[config.mk]
export PLATFORM = sky130hd
export DESIGN_NAME = ps2_rx
export DESIGN_NICKNAME = d
export VERILOG_FILES = /design/src/rtl/ps2_pkg.sv /design/src/rtl/ps2_byte_fifo.sv /design/src/rtl/ps2_rx.sv
export SDC_FILE = /design/constraint.sdc
export NUM_CORES = 1
export LEC_CHECK = 0
export CAP_MARGIN = 20
export CORE_ASPECT_RATIO = 1.5
export CORE_MARGIN = 3
export CORE_UTILIZATION = 45
export DETAILED_ROUTE_END_ITERATION = 10
export DONT_BUFFER_PORTS = 1
export PLACE_DENSITY_LB_ADDON = 0.08
export SLEW_MARGIN = 20
export SYNTH_ARGS = -nofsm -noshare
export SYNTH_HDL_FRONTEND = slang
export SYNTH_SLANG_ARGS = --single-unit
[constraint.sdc]
create_clock -name clk -period 2.9 [get_ports clk]
set_clock_uncertainty 0.05 [all_clocks]
set_input_delay 0.87 -clock clk [delete_from_list [all_inputs] [get_ports clk]]
set_output_delay 0.87 -clock clk [all_outputs]
set_load 0.005 [all_outputs]
[src/rtl/ps2_pkg.sv]
// Shared frame layout constants and parity helper for the PS/2 receive path.
package ps2_pkg;

  localparam int FRAME_BITS = 11;
  localparam int START_IDX  = 0;
  localparam int PARITY_IDX = 9;
  localparam int STOP_IDX   = 10;
  localparam int DATA_W     = 8;

  typedef logic [FRAME_BITS-1:0] frame_t;

  // Parity bit that makes the total count of ones across byte+parity odd.
  function automatic logic odd_parity(input logic [DATA_W-1:0] b);
    return ~^b;
  endfunction

endpackage

[src/rtl/ps2_byte_fifo.sv]
// Synchronous byte FIFO with extra-MSB pointers; head is a combinational read.
module ps2_byte_fifo #(
  parameter int DATA_W     = 8,
  parameter int FIFO_DEPTH = 8
) (
  input  logic              clk,
  input  logic              rst,
  input  logic              push,
  input  logic              pop,
  input  logic [DATA_W-1:0] din,
  output logic [DATA_W-1:0] head,
  output logic              empty,
  output logic              full
);

  localparam int AW = $clog2(FIFO_DEPTH);

  logic [DATA_W-1:0] mem [FIFO_DEPTH];
  logic [AW:0]       wr_ptr;
  logic [AW:0]       rd_ptr;
  logic              do_push;
  logic              do_pop;

  assign empty   = (wr_ptr == rd_ptr);
  assign full    = (wr_ptr[AW] != rd_ptr[AW]) && (wr_ptr[AW-1:0] == rd_ptr[AW-1:0]);
  assign do_pop  = pop && !empty;
  // A pop in the same cycle frees the slot, so a push into a full FIFO still lands.
  assign do_push = push && (!full || do_pop);
  assign head    = mem[rd_ptr[AW-1:0]];

  always_ff @(posedge clk) begin
    if (rst) begin
      wr_ptr <= '0;
      rd_ptr <= '0;
      for (int i = 0; i < FIFO_DEPTH; i++) mem[i] <= '0;
    end else begin
      if (do_push) begin
        mem[wr_ptr[AW-1:0]] <= din;
        wr_ptr              <= wr_ptr + 1'b1;
      end
      if (do_pop) rd_ptr <= rd_ptr + 1'b1;
    end
  end

endmodule

[src/rtl/ps2_rx.sv]
// PS/2 device-to-host receiver: synchronise, detect falling edges, deframe and
// check start/parity/stop, then queue good bytes for the downstream consumer.
module ps2_rx
  import ps2_pkg::*;
#(
  parameter int FIFO_DEPTH     = 8,
  parameter int TIMEOUT_CYCLES = 5000,
  parameter int SYNC_STAGES    = 3
) (
  input  logic        clk,
  input  logic        rst,
  input  logic        ps2_clk,
  input  logic        ps2_data,
  input  logic        nextdata_n,
  output logic [7:0]  data,
  output logic        ready,
  output logic        overflow,
  output logic        frame_err
);

  localparam int TW = $clog2(TIMEOUT_CYCLES);

  logic [SYNC_STAGES-1:0] clk_sync;
  logic [SYNC_STAGES-1:0] dat_sync;
  logic [3:0]             bit_cnt;
  logic [TW-1:0]          tcnt;
  logic [FRAME_BITS-2:0]  shreg;
  logic                   err_p1;

  logic                   fall_p0;
  logic                   bit_p0;
  logic                   last_p0;
  logic                   good_p0;
  logic                   timeout_p0;
  frame_t                 frame_p0;
  logic                   push;
  logic                   pop;
  logic                   empty;
  logic                   full;

  // p0: edge detect and same-cycle frame evaluation on the final bit
  assign fall_p0    = clk_sync[SYNC_STAGES-1] & ~clk_sync[SYNC_STAGES-2];
  assign bit_p0     = dat_sync[SYNC_STAGES-1];
  assign frame_p0   = {bit_p0, shreg};
  assign last_p0    = fall_p0 && (bit_cnt == 4'(STOP_IDX));
  assign good_p0    = !frame_p0[START_IDX] && frame_p0[STOP_IDX] &&
                      (frame_p0[PARITY_IDX] == odd_parity(frame_p0[PARITY_IDX-1:START_IDX+1]));
  assign timeout_p0 = !fall_p0 && (bit_cnt != 4'd0) && (tcnt == TW'(TIMEOUT_CYCLES - 1));
  assign push       = last_p0 && good_p0;
  assign pop        = !nextdata_n;

  always_ff @(posedge clk) begin
    if (rst) begin
      clk_sync <= '1;
      dat_sync <= '1;
      bit_cnt  <= '0;
      tcnt     <= '0;
      err_p1   <= 1'b0;
      overflow <= 1'b0;
    end else begin
      clk_sync <= {clk_sync[SYNC_STAGES-2:0], ps2_clk};
      dat_sync <= {dat_sync[SYNC_STAGES-2:0], ps2_data};
      err_p1   <= (last_p0 && !good_p0) || timeout_p0;
      if (fall_p0) begin
        tcnt    <= '0;
        bit_cnt <= last_p0 ? 4'd0 : bit_cnt + 4'd1;
      end else if (bit_cnt != 4'd0) begin
        if (timeout_p0) begin
          bit_cnt <= '0;
          tcnt    <= '0;
        end else begin
          tcnt <= tcnt + 1'b1;
        end
      end
      // Full implies non-empty, so only an actual pop request can make room.
      if (push && full && !pop) overflow <= 1'b1;
    end
  end

  always_ff @(posedge clk) begin
    if (fall_p0) shreg <= frame_p0[FRAME_BITS-1:1];
  end

  // p1: registered error pulse
  assign frame_err = err_p1;
  assign ready     = !empty;

  ps2_byte_fifo #(
    .DATA_W     (DATA_W),
    .FIFO_DEPTH (FIFO_DEPTH)
  ) u_fifo (
    .clk   (clk),
    .rst   (rst),
    .push  (push),
    .pop   (pop),
    .din   (frame_p0[PARITY_IDX-1:START_IDX+1]),
    .head  (data),
    .empty (empty),
    .full  (full)
  );

endmodule

Yosys cells after proc, flatten, opt, wreduce, memory -nomap -nowiden
Memories as Yosys holds them, arrays and structs flattened. A register that Yosys moved wholly into a read port is not among the register bits. Index checks and enable logic that the tools add are counted.

Flip-flop bits (word level): 43. Input bits: 5. Bits in writable memories: 64. Output and inout bits: 11. Memories kept: 1. Logic and storage cells: 64.

Memory list: u_fifo.mem (depth 8, bits a word 8, rd ports 1, clocked after memory_dff 1, wr ports 8, line ps2_byte_fifo.sv:18) `logic [DATA_W-1:0] mem [FIFO_DEPTH];`.

Add/subtract/negate cells: 4. Reductions and logical operators: 27. Mux-type cells: 15. Equality and inequality tests: 6. Bitwise logic cells: 2.

Operators with widths (count): $mux W4 (4); $add A13 B1 Y13 const B (1); $eq A13 B13 Y1 const B (1); $mux W13 (1); $add A4 B1 Y4 const B (3); $logic_and A1 B1 Y1 (12); $mux W3 (3); $mux W8 (1); $reduce_or A8 Y1 (1); $reduce_xnor A8 Y1 (1); $logic_not A1 Y1 (6); $mux W1 (6); $eq A4 B4 Y1 (1); $eq A4 B4 Y1 const B (1); $reduce_bool A2 Y1 (2); $reduce_bool A4 Y1 (1); $eq A3 B3 Y1 (1); $logic_or A1 B1 Y1 (2); $reduce_and A2 Y1 (1); $reduce_or A2 Y1 (1); $and A1 B1 Y1 (1); $eq A1 B1 Y1 (1); $ne A1 B1 Y1 (1); $not A1 Y1 (1).

Depth between registers and ports, before layout
Gate-level depths: netlist (run 1).

Word-level depth: 10. Mapped depth: 8. Gate-level depth less buffers: 7.

Hierarchy
A second synthesis (run 1) with hierarchy kept.

Cells, all modules: 420. Area, all modules: 4999.8 µm².

Modules (own cells, without submodules): ps2_byte_fifo (sequential area each 2142.1 µm², area an instance 3487.1 µm², cells each 272, times used 1); ps2_rx (sequential area each 800.8 µm², area an instance 1512.7 µm², cells each 148, times used 1).

Worst setup path before layout (run 1)
Ideal clock, no wire load.

Kind: reg2out. From: register (tool-made name). To: output data[0]. Buffers on the path: 2. Cell stages (with the launch flop): 5. Arrival time: 1.798 ns. Path slack: 0.182 ns. Required time: 1.980 ns. Path through: dfxtp_1 clkbuf_1 buf_2 mux4_2 mux2_2.

RTL lines: end: declaration (line ps2_rx.sv:15) `output logic [7:0] data,`.

==> results of run 1 <==
## layer usage
metal  GRT usage  wire length [µm]
met1       0.227              4390
met2       0.306              5290
met3      0.0272               278
met4      0.0645               196
met5           0                 0
## per-stage QoR
stage | hold WS, ns | cell area, µm² | total power, µW | cells | worst slack [ns]
after floorplan | 0.339 | 5040 | 1840 | 388 | 0.182
after global placement | 0.346 | 5260 | 1880 | 526 | 0.397
after detailed placement | 0.347 | 5260 | 1880 | 526 | 0.330
after CTS | 0.365 | 5550 | 3080 | 542 | 0.165
after global routing | 0.370 | 5550 | 3160 | 542 | 0.110
final | 0.363 | 5550 | 3050 | 542 | 0.210
## layout make-up
type | count | area, µm²
fillers | 979 | 5220
inverters | 13 | 48.8
clock buffers | 9 | 225
well taps | 144 | 180
repair buffers | 17 | 153
clock inverters | 7 | 65.1
flip-flops and latches | 110 | 2940
multi-input cells | 242 | 1930
## where the power goes
| group | internal (µW) | leakage [µW] | total (µW) | switching, µW |
|---|---|---|---|---|
| Sequential | 1710 | 0.00101 | 1740 | 20.2 |
| Combinational | 44.0 | 0.00103 | 104 | 60.3 |
| Clock | 605 | 0.000140 | 1210 | 606 |
| Total | 2360 | 0.00218 | 3050 | 686 |
## kinds of logic after synthesis
group | count (synthesis)
XOR/XNOR | 28
buffers and inverters | 36
AND/OR/NAND/NOR | 153
AO/OA/AOI/OAI | 29
flip-flops | 110
adder cells (fa/ha/maj) | 6
multiplexers | 26
## state kept, by name (all words and copies together) (netlist names), named ones only
| signal | count |
|---|---|
| u_fifo.mem | 64 |
| tcnt | 13 |
| shreg | 10 |
| bit_cnt | 4 |
| u_fifo.rd_ptr | 4 |
| u_fifo.wr_ptr | 4 |
| clk_sync | 3 |
| dat_sync | 3 |
| frame_err | 1 |
| overflow | 1 |
## cell usage in the layout, fill, tap and decap left out, types with 9 or more instances in the layout
cell	instances
sky130_fd_sc_hd__edfxtp_1	74
sky130_fd_sc_hd__and3_1	61
sky130_fd_sc_hd__dfxtp_1	36
sky130_fd_sc_hd__nor2_1	31
sky130_fd_sc_hd__mux4_2	16
sky130_fd_sc_hd__buf_4	15
sky130_fd_sc_hd__xnor2_1	14
sky130_fd_sc_hd__nand2_1	14
sky130_fd_sc_hd__inv_1	13
sky130_fd_sc_hd__xor2_1	11
sky130_fd_sc_hd__clkbuf_16	9
## worst min path at each step
stage / start / end / slack, ns / depth (start not counted)
final: clk_sync[0] / clk_sync[1] / 0.36 / 1
after global routing: clk_sync[0] / clk_sync[1] / 0.37 / 1
after CTS: clk_sync[0] / clk_sync[1] / 0.37 / 1
after detailed placement: dat_sync[0] / dat_sync[1] / 0.35 / 1
after global placement: dat_sync[0] / dat_sync[1] / 0.35 / 1
after floorplan: clk_sync[0] / clk_sync[1] / 0.34 / 1
==> impl_metrics.json, run 1 <==
{
  "status": "completed",
  "boundary_pin_count": 16,
  "final-hold-violation-count": 0,
  "vias_per_cell": 5.42,
  "insertion_delay_ns": 0.35,
  "clk_transition_reported_paths_ns": 0.08,
  "netlist_top_cells_count": "sky130_fd_sc_hd__edfxtp_1 (74), sky130_fd_sc_hd__and3_1 (61), sky130_fd_sc_hd__dfxtp_1 (36)",
  "dominantRegCellSynth": "sky130_fd_sc_hd__edfxtp_1",
  "netlist_instances": 388,
  "reg2reg_from": "shreg[5]",
  "leakage_uw": 0.00218,
  "clock.fmax_ghz": 0.372,
  "ys_async_sr_fraction": 0,
  "grt.total_usage": 0.178,
  "cts_repair_resize_count": 0,
  "max_root_sink_buffers": 2,
  "crit_required_ns": 1.98,
  "period_share": 0.927,
  "ctsHoldBuffers": 0,
  "timing.final.max_slew_violations": 0,
  "synth_cell_type_count": 52,
  "syn_nets": 399,
  "least_margin_pin_slew_ns": 0.591,
  "grt_antenna_before_repair": 0,
  "placementRows": 46,
  "grt_remaining_overflow": 0,
  "worstSetupPathDepth": 3,
  "hold_class": "register to register",
  "path_delay_family": "multiplexers",
  "nNetsFinal": 404,
  "grt_first_pass_wirelength_um": 16900,
  "die_w_um": 92.4,
  "crit_end": "data[3]",
  "drt_pass1_iterations": 4,
  "ys_top_cells_by_area": "sky130_fd_sc_hd__edfxtp_1 (44%), sky130_fd_sc_hd__dfxtp_1 (14%), sky130_fd_sc_hd__and3_1 (7.6%)",
  "drc": 0,
  "synth.yosys.warnings": 0,
  "die_area_um2": 12500,
  "tns_ns": 0,
  "detail_route.iter0.violations": 208,
  "synth.cell_area_um2": 5040,
  "synth_simple_gate_area_frac": 0.174,
  "place_hpwl_um": 7090,
  "worst-setup-path-type": "register to primary output",
  "clock_sinks": 110,
  "first_global_vias": 3056,
  "synth-seq-cells": 110,
  "powerDensity_nw_per_um2": 550,
  "syn_avg_cell_area_um2": 13.0,
  "worst-r2r-cell-count": 6,
  "synthMostInstantiatedCell": "sky130_fd_sc_hd__edfxtp_1",
  "min_clock_period_post_route_ns": 2.69,
  "worstPathCellList": "buf_12 > mux4_2 > mux2_2",
  "finalWirelength_um": 10200,
  "route.vias.total": 2937,
  "cp_capture_type": "primary output",
  "drtAntennaViolNets": 0,
  "cts_inserted_buffers": 9,
  "place.port_buffers": 0,
  "power.ir.vdd_worst_v": 0.000284,
  "cts_tree": "done",
  "post-synth-top-area-fraction": 0.441,
  "timing.max_cap.violations": 0,
  "synth_mux_area_frac": 0.0934,
  "gp_routability_congestion": 0.779,
  "post_route_cells_drive_above_1_share": 0.198,
  "grt_setup_unrepaired": "no",
  "critPathBufInv": 1,
  "postLayoutCoreUtil": 0.515,
  "postCtsSetupRepairBufs": 0,
  "max_slew_headroom": 0.606,
  "crit_path_start_kind": "register",
  "final_routed_wire_length_divided_by_cell_count_um": 18.7,
  "complex_gate_fraction_of_the_synthesized_area": 0.0450,
  "critical_path.reg2reg.endpoint": "u_fifo.mem[4][3]",
  "antenna_cells": 0,
  "crit_path_max_incr_delay_ns": 0.56,
  "initial_core_util": 0.468,
  "core-area_um2": 10800,
  "synth-xor-area-share": 0.0561,
  "regToRegSetupSlack_ns": 0.33,
  "clk_root_buffer_cell": "sky130_fd_sc_hd__clkbuf_16",
  "worst-endpoint-arrival_ns": 1.77,
  "syn_to_final_growth_pct": 10.1,
  "largest_family_of_logic_cells_by_synthesized_area": "simple AND/OR/NAND/NOR gates",
  "critical_path.max_fanout": 16,
  "grt_start_max_net_pins": 34,
  "area_leader_netlist": "sky130_fd_sc_hd__edfxtp_1",
  "synth.yosys.seq_area_share": 0.584,
  "die-height_um": 136,
  "synth_enable_flop_cells": 74,
  "post_synth_fa_ha_maj_area_fraction": 0.0149,
  "setup_viol_count_final": 0,
  "crit_path_top_delay_cell": "sky130_fd_sc_hd__mux4_2",
  "htree_num_levels": 3
}
Power figures use the tool's default switching activity.
==> run 2: changes to the inputs <==
--- a/config.mk
+++ b/config.mk
@@ -5,6 +5,7 @@
 export SDC_FILE = /design/constraint.sdc
 export NUM_CORES = 1
 export LEC_CHECK = 0
+export ABC_AREA = 1
 export CAP_MARGIN = 20
 export CORE_ASPECT_RATIO = 1.5
 export CORE_MARGIN = 3
==> run 2 against run 1 <==
Net effect:
- register-to-register slack improved by 0.11 ns
- fmax fell by 1.4%
- count of clock-buffer cells in the layout rose by 1
- worst setup slack got worse by 0.039 ns
- non-clock buffer count fell by 11
- cell area fell by 2.7%
- via count rose by 20%
- combinational power rose by 130%
- cell count rose by 25%
- wire length rose by 6.0%
- critical path depth rose by 2
- clock power barely moved
- critical path type unchanged
- largest power group unchanged
==> impl_metrics.json, run 2 <==
{
  "clk_root_buffer_cell": "sky130_fd_sc_hd__clkbuf_16",
  "worst-r2r-cell-count": 13,
  "tns_ns": 0,
  "drc": 0,
  "ys_top_cells_by_area": "sky130_fd_sc_hd__edfxtp_1 (45%), sky130_fd_sc_hd__dfxtp_1 (15%), sky130_fd_sc_hd__nor2_1 (11%)",
  "largestRegisters": "u_fifo.mem (64), tcnt (13), shreg (10)",
  "setup_viol_count_final": 0,
  "status": "completed",
  "drt_pass1_iterations": 5,
  "first_global_vias": 3418,
  "cts_tree": "done",
  "cts_inserted_buffers": 9,
  "route.vias.total": 3519,
  "grt_start_max_net_pins": 33,
  "power.clock.fraction": 0.375,
  "grt_remaining_overflow": 0,
  "syn_to_final_growth_pct": 9.10,
  "grt_setup_unrepaired": "no",
  "switching_share": 0.237,
  "die_area_um2": 12300,
  "min_delay_path_depth": 1,
  "grt_first_pass_wirelength_um": 17100,
  "cp_capture_type": "primary output",
  "synth.yosys.seq_area_share": 0.595,
  "gp_routability_congestion": 0.798,
  "dominantRegCellSynth": "sky130_fd_sc_hd__edfxtp_1",
  "largest_reg_flops": 64,
  "initial_core_util": 0.465,
  "finalWirelength_um": 10800,
  "place.port_buffers": 0,
  "met1_usage": 0.196,
  "vias_per_cell": 5.19,
  "synth.yosys.warnings": 0,
  "netlist_top_cells_count": "sky130_fd_sc_hd__nor2_1 (139), sky130_fd_sc_hd__edfxtp_1 (74), sky130_fd_sc_hd__nand2_1 (61)",
  "hold-path-endpoint": "clk_sync[1]",
  "nNetsFinal": 540,
  "sw_pwr_uw": 747,
  "crit_required_ns": 1.98,
  "critical_path.reg2reg.endpoint": "u_fifo.mem[0][6]",
  "synthMostInstantiatedCell": "sky130_fd_sc_hd__nor2_1",
  "timing.max_cap.violations": 0,
  "worst-endpoint-arrival_ns": 1.81,
  "synth.cell_area_um2": 4950,
  "grtUsageMet3": 0.0309,
  "clk_transition_reported_paths_ns": 0.07,
  "clock.fmax_ghz": 0.367,
  "cts_repair_resize_count": 0,
  "timing.final.max_slew_violations": 0,
  "worst-setup-path-type": "register to primary output",
  "postCtsSetupRepairBufs": 0,
  "reg2reg_from": "shreg[5]",
  "netlist_instances": 527,
  "postLayoutCoreUtil": 0.507,
  "power.internal_uw": 2400,
  "pwr-share-seq": 0.551,
  "pwr-share-comb": 0.074,
  "grt_antenna_before_repair": 0,
  "final_routed_wire_length_divided_by_cell_count_um": 15.9,
  "max_slew_headroom": 0.624,
  "synth_cell_type_count": 34,
  "layout_common_cells": "sky130_fd_sc_hd__nor2_1 (139), sky130_fd_sc_hd__edfxtp_1 (74), sky130_fd_sc_hd__nand2_1 (61)",
  "crit_path_start_kind": "register",
  "layout.cell_area.non_filler_um2": 5400,
  "boundary_pin_count": 16,
  "critical_path.max_fanout": 16,
  "dpl_cell_area_um2": 5110,
  "min_clock_period_post_route_ns": 2.73,
  "ctsHoldBuffers": 0,
  "hold_class": "register to register",
  "detail_route.iter0.violations": 189,
  "regToRegSetupSlack_ns": 0.44,
  "final_critical_path_setup_slack_ns": 0.172,
  "path_delay_family": "compound AO/OA/AOI/OAI gates",
  "synth-seq-cells": 110,
  "syn_avg_cell_area_um2": 9.39,
  "insertion_delay_ns": 0.34,
  "least_margin_pin_slew_ns": 0.559,
  "max_flop_register": "u_fifo.mem",
  "ys_async_sr_fraction": 0,
  "clock_sinks": 110,
  "final-hold-violation-count": 0,
  "preCtsSetupSlack_ns": 0.414,
  "synth_enable_flop_cells": 74,
  "post-synth-top-area-fraction": 0.449,
  "grt_busiest_layer": "met2",
  "place_hpwl_um": 8140,
  "htree_num_levels": 3,
  "area_leader_netlist": "sky130_fd_sc_hd__edfxtp_1",
  "grt.total_usage": 0.183,
  "power.ir.vdd_worst_v": 0.000368,
  "crit_path_max_incr_delay_ns": 0.38,
  "groute.layer.met2.usage": 0.346,
  "antenna_cells": 0,
  "post_route_cells_drive_above_1_share": 0.0936,
  "worstSetupPathDepth": 5,
  "critPathBufInv": 1,
  "period_share": 0.941,
  "leakage_uw": 0.00214,
  "syn_nets": 538,
  "worst_hold_startpoint": "clk_sync[0]",
  "drtAntennaViolNets": 0,
  "die-height_um": 134,
  "powerDensity_nw_per_um2": 584,
  "core-area_um2": 10600,
  "die_w_um": 91.6,
  "worstPathCellList": "inv_1 > o21ai_0 > o22ai_1 > nor2_1 > a31oi_1",
  "placementRows": 46,
  "crit_path_top_delay_cell": "sky130_fd_sc_hd__inv_1",
  "layout_commonest_cell": "sky130_fd_sc_hd__nor2_1",
  "max_root_sink_buffers": 2
}
==> run 2: changes by cell type after synthesis, sizes merged, moves of 11 or more <==
cell,delta
o21ai,+35
mux4,-16
nor2,+113
a21oi,+13
nand2,+57
inv,+31
and3,-67
nor3,+14
xnor2,-11
==> run 2: cells by family after synthesis <==
group | Yosys count | share of synthesized area
AO/OA/AOI/OAI | 77 | 0.0845
buffers and inverters | 60 | 0.0473
adder cells (fa/ha/maj) | 6 | 0.0152
XOR/XNOR | 10 | 0.0177
flip-flops | 110 | 0.595
AND/OR/NAND/NOR | 264 | 0.241
==> run 2: worst max-delay path by stage <==
| stage | slack (ns) | startpoint | endpoint |
|---|---|---|---|
| after floorplan | 0.32 | rst | u_fifo.mem[5][0] |
| after global placement | 0.44 | nextdata_n | u_fifo.mem[0][3] |
| after detailed placement | 0.41 | nextdata_n | u_fifo.mem[2][2] |
| after CTS | 0.17 | register | data[7] |
| after global routing | 0.05 | register | data[3] |
| final | 0.17 | register | data[7] |
==> run 2: metal layers <==
layer	part of all wire	wire length, µm	up-vias
met2	0.55	5970	79
li1	-	-	1773
met1	0.39	4180	1649
met5	0	0	-
met3	0.033	357	18
met4	0.024	263	0
==> run 2: metrics by stage <==
step | cells | total power [µW] | hold WS, ns
3_3_place_gp | 662 | 2000 | 0.343
2_1_floorplan | 527 | 1940 | 0.339
3_5_place_dp | 662 | 2010 | 0.347
6_report | 678 | 3150 | 0.360
5_1_grt | 678 | 3270 | 0.370
4_1_cts | 678 | 3190 | 0.362
==> run 2: power groups by stage <==
| stage | registers [µW] | logic [µW] | clock network (µW) |
|---|---|---|---|
| 6_report | 1740 | 234 | 1180 |
| 3_3_place_gp | 1770 | 230 | 0 |
| 3_5_place_dp | 1770 | 235 | 0 |
| 4_1_cts | 1740 | 235 | 1220 |
| 5_1_grt | 1740 | 263 | 1260 |
| 2_1_floorplan | 1760 | 181 | 0 |
==> run 2: cell type report <==
class | instances | area (µm²)
inverters | 45 | 169
clock inverters | 6 | 51.3
fillers | 980 | 5250
repair buffers | 6 | 45.0
flip-flops and latches | 110 | 2940
clock buffers | 10 | 239
multi-input cells | 357 | 1770
well taps | 144 | 180
